===== src/rtl/alu_exec.sv =====
// ============================================================================
// Module      : alu_exec
// Description : Handshaked 32-bit ALU; shifts run iteratively, SHIFT_STEP bits per cycle.
// Revision    : 1.0 - initial release
// ============================================================================
`default_nettype none

module alu_exec #(
    parameter int SHIFT_STEP = 1
) (
    input  logic        clk,
    input  logic        rst,
    input  logic        in_valid,
    output logic        in_ready,
    input  logic [3:0]  ALUControl,
    input  logic [31:0] SrcA,
    input  logic [31:0] SrcB,
    output logic        out_valid,
    input  logic        out_ready,
    output logic [31:0] ALUResult,
    output logic        Zero
);

    localparam logic [1:0] c_IDLE  = 2'd0;
    localparam logic [1:0] c_SHIFT = 2'd1;
    localparam logic [1:0] c_DONE  = 2'd2;

    localparam logic [1:0] c_SLL = 2'd0;
    localparam logic [1:0] c_SRL = 2'd1;
    localparam logic [1:0] c_SRA = 2'd2;

    localparam logic [4:0] c_STEP = 5'(SHIFT_STEP);

    logic [1:0]  r_state;
    logic [1:0]  w_state_nxt;
    logic [31:0] r_shreg;
    logic [4:0]  r_count;
    logic [1:0]  r_kind;
    logic [31:0] r_result;

    logic        w_accept;
    logic        w_is_shift;
    logic [4:0]  w_amt;
    logic [31:0] w_alu;
    logic [4:0]  w_step;
    logic [4:0]  w_count_nxt;
    logic [31:0] w_shifted;

    assign in_ready   = (r_state == c_IDLE) & ~rst;
    assign out_valid  = (r_state == c_DONE);
    assign ALUResult  = r_result;
    assign Zero       = (r_result == 32'd0);

    assign w_accept   = in_valid & in_ready;
    assign w_amt      = SrcB[4:0];
    assign w_is_shift = (ALUControl == 4'b0110) || (ALUControl == 4'b1001) ||
                        (ALUControl == 4'b1010);

    // Shift codes yield SrcA here, which is the correct zero-amount result.
    always_comb begin
        w_alu = SrcA + SrcB;
        case (ALUControl)
            4'b0001: w_alu = SrcA - SrcB;
            4'b0010: w_alu = SrcA & SrcB;
            4'b0011: w_alu = SrcA | SrcB;
            4'b0101: w_alu = {31'd0, $signed(SrcA) < $signed(SrcB)};
            4'b0110,
            4'b1001,
            4'b1010: w_alu = SrcA;
            default: w_alu = SrcA + SrcB;
        endcase
    end

    assign w_step      = (r_count < c_STEP) ? r_count : c_STEP;
    assign w_count_nxt = r_count - w_step;

    always_comb begin
        w_shifted = r_shreg << w_step;
        case (r_kind)
            c_SRL:   w_shifted = r_shreg >> w_step;
            c_SRA:   w_shifted = $unsigned($signed(r_shreg) >>> w_step);
            default: w_shifted = r_shreg << w_step;
        endcase
    end

    always_ff @(posedge clk or posedge rst) begin
        if (rst) r_state <= c_IDLE;
        else     r_state <= w_state_nxt;
    end

    always_comb begin
        w_state_nxt = r_state;
        case (r_state)
            c_IDLE:  if (w_accept)
                         w_state_nxt = (w_is_shift && (w_amt != 5'd0)) ? c_SHIFT : c_DONE;
            c_SHIFT: if (w_count_nxt == 5'd0) w_state_nxt = c_DONE;
            c_DONE:  if (out_ready) w_state_nxt = c_IDLE;
            default: w_state_nxt = c_IDLE;
        endcase
    end

    always_ff @(posedge clk or posedge rst) begin
        if (rst) begin
            r_shreg  <= 32'd0;
            r_count  <= 5'd0;
            r_kind   <= c_SLL;
            r_result <= 32'd0;
        end else begin
            case (r_state)
                c_IDLE: if (w_accept) begin
                    if (w_is_shift && (w_amt != 5'd0)) begin
                        r_shreg <= SrcA;
                        r_count <= w_amt;
                        r_kind  <= ALUControl[3] ? (ALUControl[1] ? c_SRA : c_SRL) : c_SLL;
                    end else begin
                        r_result <= w_alu;
                    end
                end
                c_SHIFT: begin
                    r_shreg <= w_shifted;
                    r_count <= w_count_nxt;
                    if (w_count_nxt == 5'd0) r_result <= w_shifted;
                end
                default: ;
            endcase
        end
    end

endmodule

`default_nettype wire


===== config.mk =====
export PLATFORM = sky130hd
export DESIGN_NAME = alu_exec
export DESIGN_NICKNAME = d
export VERILOG_FILES = /design/src/rtl/alu_exec.sv
export SDC_FILE = /design/constraint.sdc
export NUM_CORES = 1
export LEC_CHECK = 0
export ABC_AREA = 1
export CORE_MARGIN = 4
export CORE_UTILIZATION = 64
export DETAILED_ROUTE_END_ITERATION = 10
export PLACE_DENSITY_LB_ADDON = 0.1
export SLEW_MARGIN = 20
export SYNTH_ARGS = -nofsm -noshare
export SYNTH_HDL_FRONTEND = slang
export SYNTH_SLANG_ARGS = --single-unit

===== constraint.sdc =====
create_clock -name clk -period 7.8 [get_ports clk]
set_input_delay 1.95 -clock clk [delete_from_list [all_inputs] [get_ports clk]]
set_output_delay 1.95 -clock clk [all_outputs]
set_load 0.05 [all_outputs]

==> impl_metrics.toml, run 1 <==
[run_status]
status = "finished, final reports clean"

[cells_and_area]
fillerInstances = 1411
drive_above_1_share_pct = 2.473
post-route-util_pct = 74.49
num_antenna_cells = 0
area_growth_pct = 12.38
layout.nets = 2149

[clock_network]
cts_resized = 0
postCtsSetupBuffers = 0
cts_sinks = 73
cts_max_level = 3
clk_latency_ns = 0.34
cts_max_path_buffers = 2
cts_tree = "built"
root_buffer = "clkbuf_16"
path_clk_slew_ns = 0.06
numCtsBuffers = 9
hold_buffers = 0

[power]
power.leakage_nw = 6.717
p_int_mw = 1.416
p_per_area_nw_per_um2 = 263.7
ir_drop_mv = 0.4310
net-switching-power_mw = 1.749
pwr-share-comb_pct = 64.7
seq_power_share_pct = 22.8
switching_share_pct = 55.26
power.share.clock_pct = 12.5

[yosys]
ys_warn_count = 0
yosysTopAreaCellShare_pct = 19.85
async_reset_ff_share_pct = 100.0
syn_inst = 1924
ys_top_cells_by_area = "nand2_1, dfrtp_1, inv_1, ha_1, nor2_1"
synth_seq_cells = 73
ys.flop_type = "dfrtp_1"
avgSynthCellArea_sq_um = 5.552
synthTopCellsByCount = "nand2_1, inv_1, nor2_1, a21oi_1, nand3_1"
synth_top_area_cell = "nand2_1"
synth_cell_types = 43
syn-num-nets = 2097
syn-cell-area_sq_um = 10680
yosysSeqAreaShare_pct = 17.10
synth_most_common_cell = "nand2_1"
synth_edf_count = 0

[timing]
finalSetupTns_ns = 0
finClkSkew_ns = 0.005690
setup_ws_ns = 2.546
hold_slack_ns = 0.5359
worst_slew_pin_slew_ns = 1.105
min_period_over_period_pct = 67.35
rsz0062_at_grt = "no"
setup_viol = 0
fmax_mhz = 190.3
layout_min_cycle_time_ns = 5.254
maxSlewViolCount = 0
maxSlewHeadroom_pct = 26.36
hold_viol = 0

[hold_path]
min_path_type = "reg2reg"
holdCritStartpoint = "r_shreg[3]$_DFFE_PP0P_"

[floorplan]
die_height_microns = 137.2
initial_core_util_pct = 66.28
std_cell_rows = 46
die_x_microns = 137.2
pin_count = 107
die_area_sq_um = 18820
core_sq_um = 16120

[routing]
routed-via-count = 13050
viasPerCell = 5.939
wirelength_mm = 39.34
drt-pass1-iter-count = 6
drc_errors = 0
initialDrtViolationCount = 1738
routedWlPerCell_microns = 17.90
ant_nets = 0

[worst_setup_path]
crit_start = "rst"
start_kind = "primary input"
worstSetupEndpointType = "output pin"
arrival_ns = 3.30
r2r_slack_ns = 4.47
crit_type = "in2out"
cp_cell_sequence = "clkdlybuf4s50_1 -> nor2_1 -> clkdlybuf4s50_1"
crit_required_ns = 5.85
cp_num_buf_inv = 2
worst-path-max-fanout = 2
critPathMostFrequentCell = "clkdlybuf4s50_1"
max_stage_delay_ns = 0.81
critPathTopFamily = "buffers and inverters"
crit-reg2reg-launch = "r_count[3]$_DFFE_PP0P_"
crit_slowest_cell = "clkdlybuf4s50_1"

[place]
place_ws_ns = 2.360
port_buffers = 106
gp_congestion = 0.9973
dp_hpwl_mm = 30.35

[global_routing]
antenna_found_initial = 0
grt_pass1_vias = 11960
grt_pass1_wl_mm = 60.50
grt_max_degree = 75
grt.overflow.total = 0
grt_usage_pct = 41.05

[flow_run]
max_cap_violations = 0
-- worst register-to-register path: stages, from the launching register on --
cell     delay (ns)
dfrtp_1        0.37
inv_2          0.06
nand2_1        0.10
nor2_4         0.05
nor2_2         0.12
inv_1          0.09
ha_1           0.21
nor2_1         0.12
nor2_1         0.05
a21oi_1        0.14
nor2_1         0.10
nor3_4         0.22
nand3_2        0.59
inv_2          0.71
nor2_1         0.13
a21oi_1        0.18
-- sequential cells by signal, indices dropped and copies added, names as in the netlist --
register   count
ALUResult     32
r_count        5
r_kind         2
r_shreg       32
r_state        2
-- metal layers --
layer | up-vias | routed length [microns] | GRT usage (%) | part of all wire, %
met5 | - | 0 | 0 | 0
met4 | 0 | 3423 | 30.27 | 8.7
met3 | 226 | 4405 | 6.574 | 11
met2 | 925 | 16910 | 63.98 | 43
met1 | 5757 | 14590 | 51.21 | 37
li1 | 6141 | - | - | -
-- placed cells by master (no fill, tap or decap), types with 3 or more instances in the layout --
master	n
dfrtp_1	73
o221ai_1	3
inv_1	354
nand3_1	129
clkinv_2	3
clkbuf_16	9
o21ai_0	104
inv_2	12
a21oi_1	152
nor3_1	23
ha_1	99
a221oi_1	5
o21ai_1	6
xor2_1	9
a31oi_1	6
nor4_1	8
o21bai_1	5
nor2_1	212
nand3_2	3
nand4_1	14
o211ai_1	12
a21boi_0	5
and2_1	3
clkdlybuf4s50_1	106
buf_4	6
nor2_2	4
nand2_1	565
o22ai_1	29
-- power groups by stage --
stage / Clock (mW) / Combinational (mW) / Sequential (mW)
floorplan: 0 / 1.15 / 0.960
global placement: 0 / 1.91 / 0.708
detailed placement: 0 / 1.97 / 0.714
CTS: 0.392 / 2.00 / 0.712
global route: 0.407 / 2.22 / 0.735
finish: 0.395 / 2.05 / 0.723
-- stage by stage --
| stage | power, mW | cells | instance area, sq um |
|---|---|---|---|
| after floorplan | 2.113 | 1924 | 10680 |
| after global placement | 2.616 | 2181 | 11720 |
| after CTS | 3.107 | 2197 | 12000 |
| after global routing | 3.362 | 2197 | 12000 |
| final | 3.166 | 2197 | 12000 |
| after detailed placement | 2.687 | 2181 | 11720 |
-- cells by family (layout without fill, tap and decap cells) --
logic type                 count (synthesis)  after routing  synth area share, %
AOI/OAI and AO/OA                        329            329                16.69
xor gates and xnor gates                   9              9               0.7380
adders and majority gates                101            101                11.97
buffers and inverters                    438            495                16.12
DFF                                       73             73                17.10
muxes                                      1              1              0.09371
and+or+nand+nor                          973            973                37.28
-- area by class of cell --
| class | count | area (sq um) | share of cell area [%] |
|---|---|---|---|
| clock inverter | 5 | 30.03 | 0.2502 |
| multi-input combinational | 1413 | 7141 | 59.49 |
| inverter | 367 | 1378 | 11.48 |
| sequential | 73 | 1827 | 15.22 |
| tap | 216 | 270.3 | 2.251 |
| clock buffer | 11 | 252.7 | 2.105 |
| timing repair buffer | 112 | 1106 | 9.214 |
-- path summary, 6_finish.rpt --
path / end / cells past startpoint
max: in_ready / 3
min: r_shreg[3]$_DFFE_PP0P_ / 2
max reg2reg: ALUResult[13]$_DFFE_PP0P_ / 15
min reg2reg: r_shreg[3]$_DFFE_PP0P_ / 2
max in group asynchronous: ALUResult[22]$_DFFE_PP0P_ / 3
min in group asynchronous: r_shreg[8]$_DFFE_PP0P_ / 3
(Power assumes the default switching activity.)
==> inputs of run 2 (changes only) <==
Settings changed: CORE_UTILIZATION 64 to 54.
Clock period 7.8 ns to 4.2 ns, I/O delays scaled along.
==> impl_metrics.toml, run 2 (same netlist as run 1, synthesis figures left out) <==
[timing]
maxSlewViolCount = 0
finalSetupTns_ns = 0
rsz0062_at_grt = "no"
hold_viol = 0
maxSlewHeadroom_pct = 29.27
finClkSkew_ns = 0.005036
min_period_over_period_pct = 87.58
fmax_mhz = 271.9
layout_min_cycle_time_ns = 3.678
hold_slack_ns = 0.5238
setup_viol = 0
worst_slew_pin_slew_ns = 1.061

[routing]
drt-pass1-iter-count = 7
viasPerCell = 5.597
wirelength_mm = 40.57
initialDrtViolationCount = 1341
routedWlPerCell_microns = 17.93
routed-via-count = 12670
drc_errors = 0
ant_nets = 0

[clock_network]
root_buffer = "clkbuf_16"
cts_sinks = 73
postCtsSetupBuffers = 0
numCtsBuffers = 9
cts_max_path_buffers = 2
path_clk_slew_ns = 0.06
cts_tree = "built"
cts_max_level = 3
hold_buffers = 0
cts_resized = 0
clk_latency_ns = 0.34

[power]
p_per_area_nw_per_um2 = 492.5
ir_drop_mv = 0.7612
power.leakage_nw = 6.829

[worst_setup_path]
cp_num_buf_inv = 3
path_depth = 17
crit_slowest_cell = "clkdlybuf4s50_1"
crit_type = "in2reg"
worstSetupEndpointType = "flip-flop"
crit-reg2reg-launch = "r_kind[0]$_DFFE_PP0P_"
critPathMostFrequentCell = "nand2_1"
worst-path-max-fanout = 5
start_kind = "primary input"
r2r_slack_ns = 1.14
critPathCapture = "ALUResult[24]$_DFFE_PP0P_"
crit_start = "SrcB[0]"
arrival_ns = 3.95
r2r-end = "ALUResult[3]$_DFFE_PP0P_"
r2r_cells = 5
cp_cell_sequence = "clkdlybuf4s50_1 -> ha_1 -> inv_1 -> fa_1 -> inv_1 -> nand3_1 -> nand3_1 -> nand3_1 -> nand2_1 -> nand2_1 -> nand3_1 -> nand2_1 -> nand2_1 -> nand2_1 -> nand3_1 -> nand2_1 -> a21oi_1"
max_stage_delay_ns = 0.62
critPathTopFamily = "simple AND/OR/NAND/NOR gates"
crit_required_ns = 4.47

[floorplan]
core_sq_um = 19460
die_x_microns = 148.6
std_cell_rows = 51
pin_count = 107
die_height_microns = 148.6
initial_core_util_pct = 54.88
die_area_sq_um = 22100

[cells_and_area]
layout.nets = 2166
area_growth_pct = 14.91
num_antenna_cells = 0
layout.cells.non_filler = 2263
final_cell_mix = "nand2_1, inv_1, nor2_1, a21oi_1, nand3_1"
drive_above_1_share_pct = 3.303
fin_area_sq_um = 12270
final_common_cell = "nand2_1"

[global_routing]
grt_pass1_wl_mm = 61.83
grt_usage_pct = 35.59
antenna_found_initial = 0
grt.overflow.total = 0
grt_pass1_vias = 11770
grt_max_degree = 74

[place]
place_area_sq_um = 11930
gp_congestion = 1.021
placed_cells = 2247
dp_hpwl_mm = 32.03
port_buffers = 106

[hold_path]
min_path_type = "reg2reg"

[run_status]
status = "finished, final reports clean"

[flow_run]
max_cap_violations = 0
-- run 2: worst min-delay path: stages (launching register included) --
cell     delay, ns
dfrtp_1       0.37
nand2_1       0.06
o21ai_1       0.06
-- run 2: routing by layer --
metal  track usage (%)  part of all wire [%]  vias up
li1                  -                     -     6164
met1             44.39                    40     5678
met2             57.63                    45      680
met3             5.667                   8.4      144
met4             21.99                   7.0        0
met5                 0                     0        -
-- run 2: area by class of cell --
| class | instances | area [sq um] |
|---|---|---|
| clock buffers | 9 | 225.2 |
| flip-flops and latches | 73 | 1827 |
| repair buffers | 129 | 1259 |
| inverters | 367 | 1378 |
| fillers | 1955 | 7188 |
| well taps | 265 | 331.6 |
| clock inverters | 7 | 118.9 |
| multi-input cells | 1413 | 7136 |
-- run 2: worst min-delay path by stage --
stage                               from                   endpoint  slack, ns  depth (start not counted)
6_report       ALUResult[10]$_DFFE_PP0P_  ALUResult[10]$_DFFE_PP0P_       0.52                          2
5_1_grt        ALUResult[10]$_DFFE_PP0P_  ALUResult[10]$_DFFE_PP0P_       0.56                          2
4_1_cts        ALUResult[10]$_DFFE_PP0P_  ALUResult[10]$_DFFE_PP0P_       0.53                          2
3_5_place_dp    ALUResult[5]$_DFFE_PP0P_   ALUResult[5]$_DFFE_PP0P_       0.52                          2
3_3_place_gp    ALUResult[5]$_DFFE_PP0P_   ALUResult[5]$_DFFE_PP0P_       0.51                          2
2_1_floorplan     r_shreg[3]$_DFFE_PP0P_     r_shreg[3]$_DFFE_PP0P_       0.49                          2
-- run 2: where the power goes --
group	switching (mW)	leakage (nW)	internal [mW]
clock network	0.316	0.162	0.580
logic	2.64	5.80	1.17
registers	0.275	0.869	1.05
-- run 2: metrics by stage --
stage               setup slack, ns  total power [mW]  util [%]
finish                       0.5217             6.045     63.07
global route                 0.4285             6.461     63.07
CTS                          0.5525             5.984     63.07
detailed placement           0.2809             5.063     61.30
global placement             0.2983             5.012     61.30
floorplan                    0.3029             3.925         -
